==> src/rtl/act_buf_stream_reader_pkg.sv <==
// act_buf_stream_reader_pkg: shared state encoding, width defaults and token constants
package act_buf_stream_reader_pkg;
  localparam int DWIDTH_DEF = 8;
  localparam int AWIDTH_DEF = 14;
  localparam logic TOKEN_FULL = 1'b1;
  localparam logic TOKEN_FREE = 1'b1;
  typedef enum logic [1:0] {IDLE, READ, DRAIN, RELEASE} state_t;
endpackage

==> src/rtl/act_skid_fifo.sv <==
// act_skid_fifo: 2-entry FIFO holding BRAM read data that the stream has not yet taken
module act_skid_fifo #(
  parameter int DWIDTH = 8
) (
  input  logic              clk,
  input  logic              rst,
  input  logic              push,
  input  logic              pop,
  input  logic [DWIDTH-1:0] din,
  output logic [DWIDTH-1:0] dout,
  output logic [1:0]        count,
  output logic              full,
  output logic              empty
);
  logic [DWIDTH-1:0] head_q, head_d, tail_q, tail_d;
  logic [1:0]        count_q, count_d;
  always_comb begin
    count_d = count_q + 2'(push) - 2'(pop);
    head_d  = (pop || count_q == 2'd0) ? ((count_q == 2'd2) ? tail_q : din) : head_q;
    tail_d  = push ? din : tail_q;
  end
  always_ff @(posedge clk) begin
    count_q <= rst ? 2'd0 : count_d;
    head_q  <= head_d;
    tail_q  <= tail_d;
  end
  assign dout  = head_q;
  assign count = count_q;
  assign full  = count_q == 2'd2;
  assign empty = count_q == 2'd0;
endmodule

==> src/rtl/act_buf_stream_reader.sv <==
// act_buf_stream_reader: drains a full activation buffer from BRAM as an AXI-Stream frame
module act_buf_stream_reader
  import act_buf_stream_reader_pkg::*;
#(
  parameter int DWIDTH    = DWIDTH_DEF,
  parameter int AWIDTH    = AWIDTH_DEF,
  parameter int NUM_WORDS = 16384
) (
  input  logic              ap_clk,
  input  logic              ap_rst,
  input  logic              SyncSig_V,
  input  logic              SyncSig_V_ap_vld,
  output logic              SyncSig_V_ap_ack,
  output logic              FreeSig_V,
  output logic              FreeSig_V_ap_vld,
  input  logic              FreeSig_V_ap_ack,
  output logic [AWIDTH-1:0] ActBuf_address0,
  output logic              ActBuf_ce0,
  input  logic [DWIDTH-1:0] ActBuf_q0,
  output logic [DWIDTH-1:0] ActOut_V_V_TDATA,
  output logic              ActOut_V_V_TVALID,
  output logic              ActOut_V_V_TLAST,
  input  logic              ActOut_V_V_TREADY,
  output logic              busy
);
  localparam logic [AWIDTH:0] LAST_IDX = (AWIDTH+1)'(NUM_WORDS - 1);
  localparam logic [AWIDTH:0] NW       = (AWIDTH+1)'(NUM_WORDS);
  state_t            state_q, state_d;
  logic [AWIDTH:0]   addr_q, addr_d, beat_q, beat_d;
  logic              infl_q, infl_d;
  logic [DWIDTH-1:0] fifo_dout;
  logic [1:0]        fifo_count;
  logic              fifo_full, fifo_empty;
  logic              tok, issue, tvalid, beat, push, pop;
  act_skid_fifo #(.DWIDTH(DWIDTH)) u_fifo (
    .clk   (ap_clk),
    .rst   (ap_rst),
    .push  (push),
    .pop   (pop),
    .din   (ActBuf_q0),
    .dout  (fifo_dout),
    .count (fifo_count),
    .full  (fifo_full),
    .empty (fifo_empty)
  );
  always_ff @(posedge ap_clk) begin
    if (ap_rst) begin
      state_q <= IDLE;
      addr_q  <= '0;
      beat_q  <= '0;
      infl_q  <= 1'b0;
    end else begin
      state_q <= state_d;
      addr_q  <= addr_d;
      beat_q  <= beat_d;
      infl_q  <= infl_d;
    end
  end
  always_comb begin
    state_d = state_q;
    case (state_q)
      IDLE:    state_d = (tok && SyncSig_V == TOKEN_FULL) ? READ : IDLE;
      READ:    state_d = (issue && addr_q == LAST_IDX) ? DRAIN : READ;
      DRAIN:   state_d = (fifo_empty && !infl_q && beat_q == NW) ? RELEASE : DRAIN;
      RELEASE: state_d = FreeSig_V_ap_ack ? IDLE : RELEASE;
      default: state_d = IDLE;
    endcase
  end
  // A word still in flight bypasses the empty FIFO so the first beat leaves one cycle after issue
  always_comb begin
    tok               = SyncSig_V_ap_vld && state_q == IDLE;
    issue             = state_q == READ && !fifo_full && ({1'b0, fifo_count} + 3'(infl_q)) < 3'd2;
    tvalid            = !fifo_empty || infl_q;
    beat              = tvalid && ActOut_V_V_TREADY;
    push              = infl_q && !(fifo_empty && ActOut_V_V_TREADY);
    pop               = !fifo_empty && ActOut_V_V_TREADY;
    addr_d            = (state_q == IDLE) ? '0 : issue ? addr_q + 1'b1 : addr_q;
    beat_d            = (state_q == IDLE) ? '0 : beat ? beat_q + 1'b1 : beat_q;
    infl_d            = issue;
    SyncSig_V_ap_ack  = tok;
    FreeSig_V         = TOKEN_FREE;
    FreeSig_V_ap_vld  = state_q == RELEASE;
    ActBuf_address0   = addr_q[AWIDTH-1:0];
    ActBuf_ce0        = issue;
    ActOut_V_V_TDATA  = fifo_empty ? ActBuf_q0 : fifo_dout;
    ActOut_V_V_TVALID = tvalid;
    ActOut_V_V_TLAST  = tvalid && beat_q == LAST_IDX;
    busy              = state_q != IDLE;
  end
endmodule

==> config.mk <==
export PLATFORM = sky130hd
export DESIGN_NAME = act_buf_stream_reader
export DESIGN_NICKNAME = d
export VERILOG_FILES = /design/src/rtl/act_buf_stream_reader_pkg.sv /design/src/rtl/act_skid_fifo.sv /design/src/rtl/act_buf_stream_reader.sv
export SDC_FILE = /design/constraint.sdc
export NUM_CORES = 1
export LEC_CHECK = 0
export ABC_AREA = 1
export CORE_MARGIN = 1.5
export CORE_UTILIZATION = 26
export CTS_CLUSTER_SIZE = 14
export DETAILED_ROUTE_END_ITERATION = 10
export HOLD_SLACK_MARGIN = 0.08
export SYNTH_ARGS = -nofsm -noshare
export SYNTH_HDL_FRONTEND = slang
export SYNTH_SLANG_ARGS = --single-unit
==> constraint.sdc <==
create_clock -name ap_clk -period 4.1 [get_ports ap_clk]
set_input_delay 0.41 -clock ap_clk [delete_from_list [all_inputs] [get_ports ap_clk]]
set_output_delay 0.41 -clock ap_clk [all_outputs]
set_load 0.01 [all_outputs]
==> results.py <==
metrics = {
    "status": {
        "outcome": "finished clean",
    },
    "hold_path": {
        "timing.hold.worst_endpoint": "addr_q[6]",
        "hold-path-cell-count": 2,
        "min-delay-path-class": "reg2reg",
        "hold_start": "addr_q[6]",
    },
    "setup_path": {
        "cp_data_arrival_time_ns": 2.06,
        "reg2regPathDepth": 8,
        "cells_along_the_critical_path": "inv_2 -> nand2_2 -> nor2_1 -> nor2_1 -> nand2_1 -> nor4_1 -> clkdlybuf4s50_1",
        "worst_ep_required_time_ns": 3.69,
        "worstSetupEndpointType": "output port",
        "r2r_start": "u_fifo.count[1]",
        "kind_of_cell_adding_the_most_delay_to_the_critical_path": "simple AND/OR/NAND/NOR gates",
        "timing.critical_path.slowest_cell_delay_ns": 0.59,
        "crit_fanout": 10,
        "worst-path-buf-inv": 2,
        "worst-setup-path-type": "reg2out",
        "worst_path_max_delay_cell": "clkdlybuf4s50_1",
        "rrSetupSlack_ns": 2.09,
        "start_kind": "flip-flop",
        "reg2reg_to": "u_fifo.count[1]",
        "cp_common_cell": "nor2_1",
    },
    "route": {
        "top_layer": "met4",
        "wl_met3_um": 314,
        "wirelength_met1_um": 2730,
        "detail-route-antenna-nets": 0,
        "routed_wire_length_per_instance_um": 11.2,
        "detail_route.vias_per_cell": 4.37,
        "wirelength_um": 5850,
        "detailroute.via_count": 2282,
        "initialDrtViolationCount": 76,
        "drcViolationCount": 0,
        "detail_route.first_pass.iterations": 4,
        "met2WireLength_um": 2720,
    },
    "timing": {
        "finalHoldViolCount": 0,
        "clock-skew-final_ns": 0.00870,
        "worst-slew-pin-transition_ns": 0.745,
        "rsz0062_at_grt": "no",
        "holdWs_ns": 0.499,
        "report.final.slew_viol_count": 0,
        "timing.final.setup_violations": 0,
        "setup_tns_final_ns": 0,
        "fmax_mhz": 405,
        "worst_slew_margin_rel_pct": 50.2,
        "timing.final.crit_share_pct": 60.2,
        "worst_slack_ns": 1.63,
        "period_minus_slack_ns": 2.47,
    },
    "synthesis": {
        "yosys.area.top_type": "dfxtp_1",
        "synth.top_cells.by_area": "dfxtp_1 (26%), edfxtp_1 (18%), nand2_1 (12%)",
        "synth.ff_latch_count": 51,
        "post_synth.cell_area_avg_sq_um": 7.65,
        "yosys_warnings": 0,
        "seq_area_frac_synth_pct": 43.6,
        "synth-async-reset-ratio_pct": 0,
        "synth.cell_area_sq_um": 2710,
        "yosysTopAreaCellShare_pct": 25.9,
        "synth-edff-count": 16,
        "yosys_most_used_dff": "dfxtp_1",
        "synth_cells": 354,
        "netlist-cell-type-count": 31,
        "synth_fp_nets": 373,
    },
    "job": {
        "drv_cap": 0,
    },
    "clock_network": {
        "clock_tree.htree_level_count": 2,
        "maximum_root_to_sink_buffer_count": 2,
        "cts_hold_buf": 0,
        "clockRootBuffer": "clkbuf_8",
        "numClockSinks": 51,
        "number_of_clock_buffers_inserted_by_tritoncts": 5,
        "cts_resized": 0,
        "clk_pin_slew_ns": 0.11,
        "worstSkewPairLatency_ns": 0.31,
        "clock_tree_from_tritoncts": "built",
        "cts_setup_buffers": 0,
    },
    "placement": {
        "dpl_cell_area_sq_um": 3170,
        "gp_congestion": 0.782,
        "post-place-ws_ns": 1.98,
        "place.detailed.instances": 514,
        "dp_hpwl_um": 4320,
        "io_buffers": 41,
    },
    "grt": {
        "first_global_vias": 2183,
        "total_gr_overflow": 0,
        "grt_max_degree": 25,
        "grt_first_pass_wirelength_um": 10100,
        "grtUsageTotal_pct": 11.4,
        "antenna_found_initial": 0,
    },
    "die": {
        "initial_core_util_pct": 26.5,
        "top_level_ports": 43,
        "die_h_um": 105,
        "floorplan.die.width_um": 105,
        "core_area_sq_um": 10200,
        "core.rowCount": 37,
        "area_of_the_die_sq_um": 11000,
    },
    "cells_and_area": {
        "num-nets-final": 404,
        "fin_cells": 522,
        "nFillCells": 1068,
        "diode_insertion_count_for_antenna_repair": 0,
        "postLayoutCoreUtil_pct": 31.9,
        "post_route_cells_drive_above_1_share_pct": 9.59,
        "area.growth.synth_to_final_pct": 20.5,
        "final_area_sq_um": 3260,
    },
    "pwr": {
        "worst_ir_drop_vdd_v": 0.000172,
        "power-per-cell-area_nw_per_um2": 407,
        "p_total_mw": 1.33,
        "total_leakage_power_nw": 1.20,
    },
}
state kept, by name, indices dropped and copies added, names as in the netlist:
signal and count:
addr_q 15, beat_q 15, infl_q 1, state_q 2, u_fifo.count 2, u_fifo.dout 8, u_fifo.tail_q 8
logic make-up (layout without fill, tap and decap cells):
family	after synthesis	after routing	synth area share, %
simple gates	184	184	31.6
mux	8	8	3.33
buf+inv	67	99	11.6
other cells	1	1	0.138
xor+xnor	2	2	0.647
compound gates	36	36	6.74
fa+ha+maj	5	5	2.31
flops	51	51	43.6
area by class of cell:
class	count	area [sq um]	share of cell area (%)
multi-input combinational	236	1210	37.2
timing repair buffer	42	418	12.8
clock inverter	3	28.8	0.882
inverter	49	184	5.64
sequential	51	1180	36.2
tap	136	170	5.21
clock buffer	5	68.8	2.11
worst max-delay path by stage:
| stage | cells past startpoint | end | from | slack, ns |
|---|---|---|---|---|
| 6_report | 7 | ActOut_V_V_TLAST | u_fifo.count[1] | 1.63 |
| 5_1_grt | 7 | ActOut_V_V_TLAST | u_fifo.count[1] | 1.48 |
| 4_1_cts | 7 | ActOut_V_V_TLAST | u_fifo.count[1] | 1.62 |
| 3_5_place_dp | 7 | ActOut_V_V_TLAST | u_fifo.count[1] | 1.98 |
| 3_3_place_gp | 7 | ActOut_V_V_TLAST | u_fifo.count[1] | 2.01 |
| 2_1_floorplan | 7 | u_fifo.count[1] | u_fifo.count[1] | 2.35 |
per-layer routing:
layer	vias to the layer above	track usage, %
met1	1045	14.0
met3	7	2.99
met2	50	19.2
li1	1180	-
met4	0	3.82
met5	-	0
report_power, final:
group / total (mW) / internal, mW / switching, mW / leakage, nW
Combinational: 0.416 / 0.186 / 0.231 / 0.716
Sequential: 0.596 / 0.577 / 0.0183 / 0.439
Clock: 0.315 / 0.127 / 0.188 / 0.0502
Total: 1.33 / 0.890 / 0.437 / 1.20
Yosys cell counts (all sizes together) (2+ instances only):
master and n:
edfxtp 16, nand4 11, ha 5, xnor2 2, nor2 53, inv 48
nor3 5, nand3 19, mux2 8, nand2 92, a21oi 20, buf 17
o21ai 15, dfxtp 35
worst register-to-register path, delay by kind of cell, from the launching register on:
family	cells	cell delay, ns
AOI/OAI and AO/OA	2	0.22
xor gates and xnor gates	1	0.18
adders and majority gates	2	0.47
buffers and inverters	1	0.04
DFF	1	0.35
and+or+nand+nor	2	0.69
cells in the final DEF, fill, tap and decap left out, drive strengths merged, types with 2 or more instances in the layout:
cell | netlist | final
nand2 | 92 | 92
nor2 | 53 | 53
inv | 48 | 49
clkdlybuf4s50 | 0 | 41
dfxtp | 35 | 35
a21oi | 20 | 20
nand3 | 19 | 19
edfxtp | 16 | 16
o21ai | 15 | 15
nand4 | 11 | 11
mux2 | 8 | 8
ha | 5 | 5
clkbuf | 1 | 5
nor3 | 5 | 5
clkinv | 1 | 3
xnor2 | 2 | 2
(Power assumes the default switching activity.)
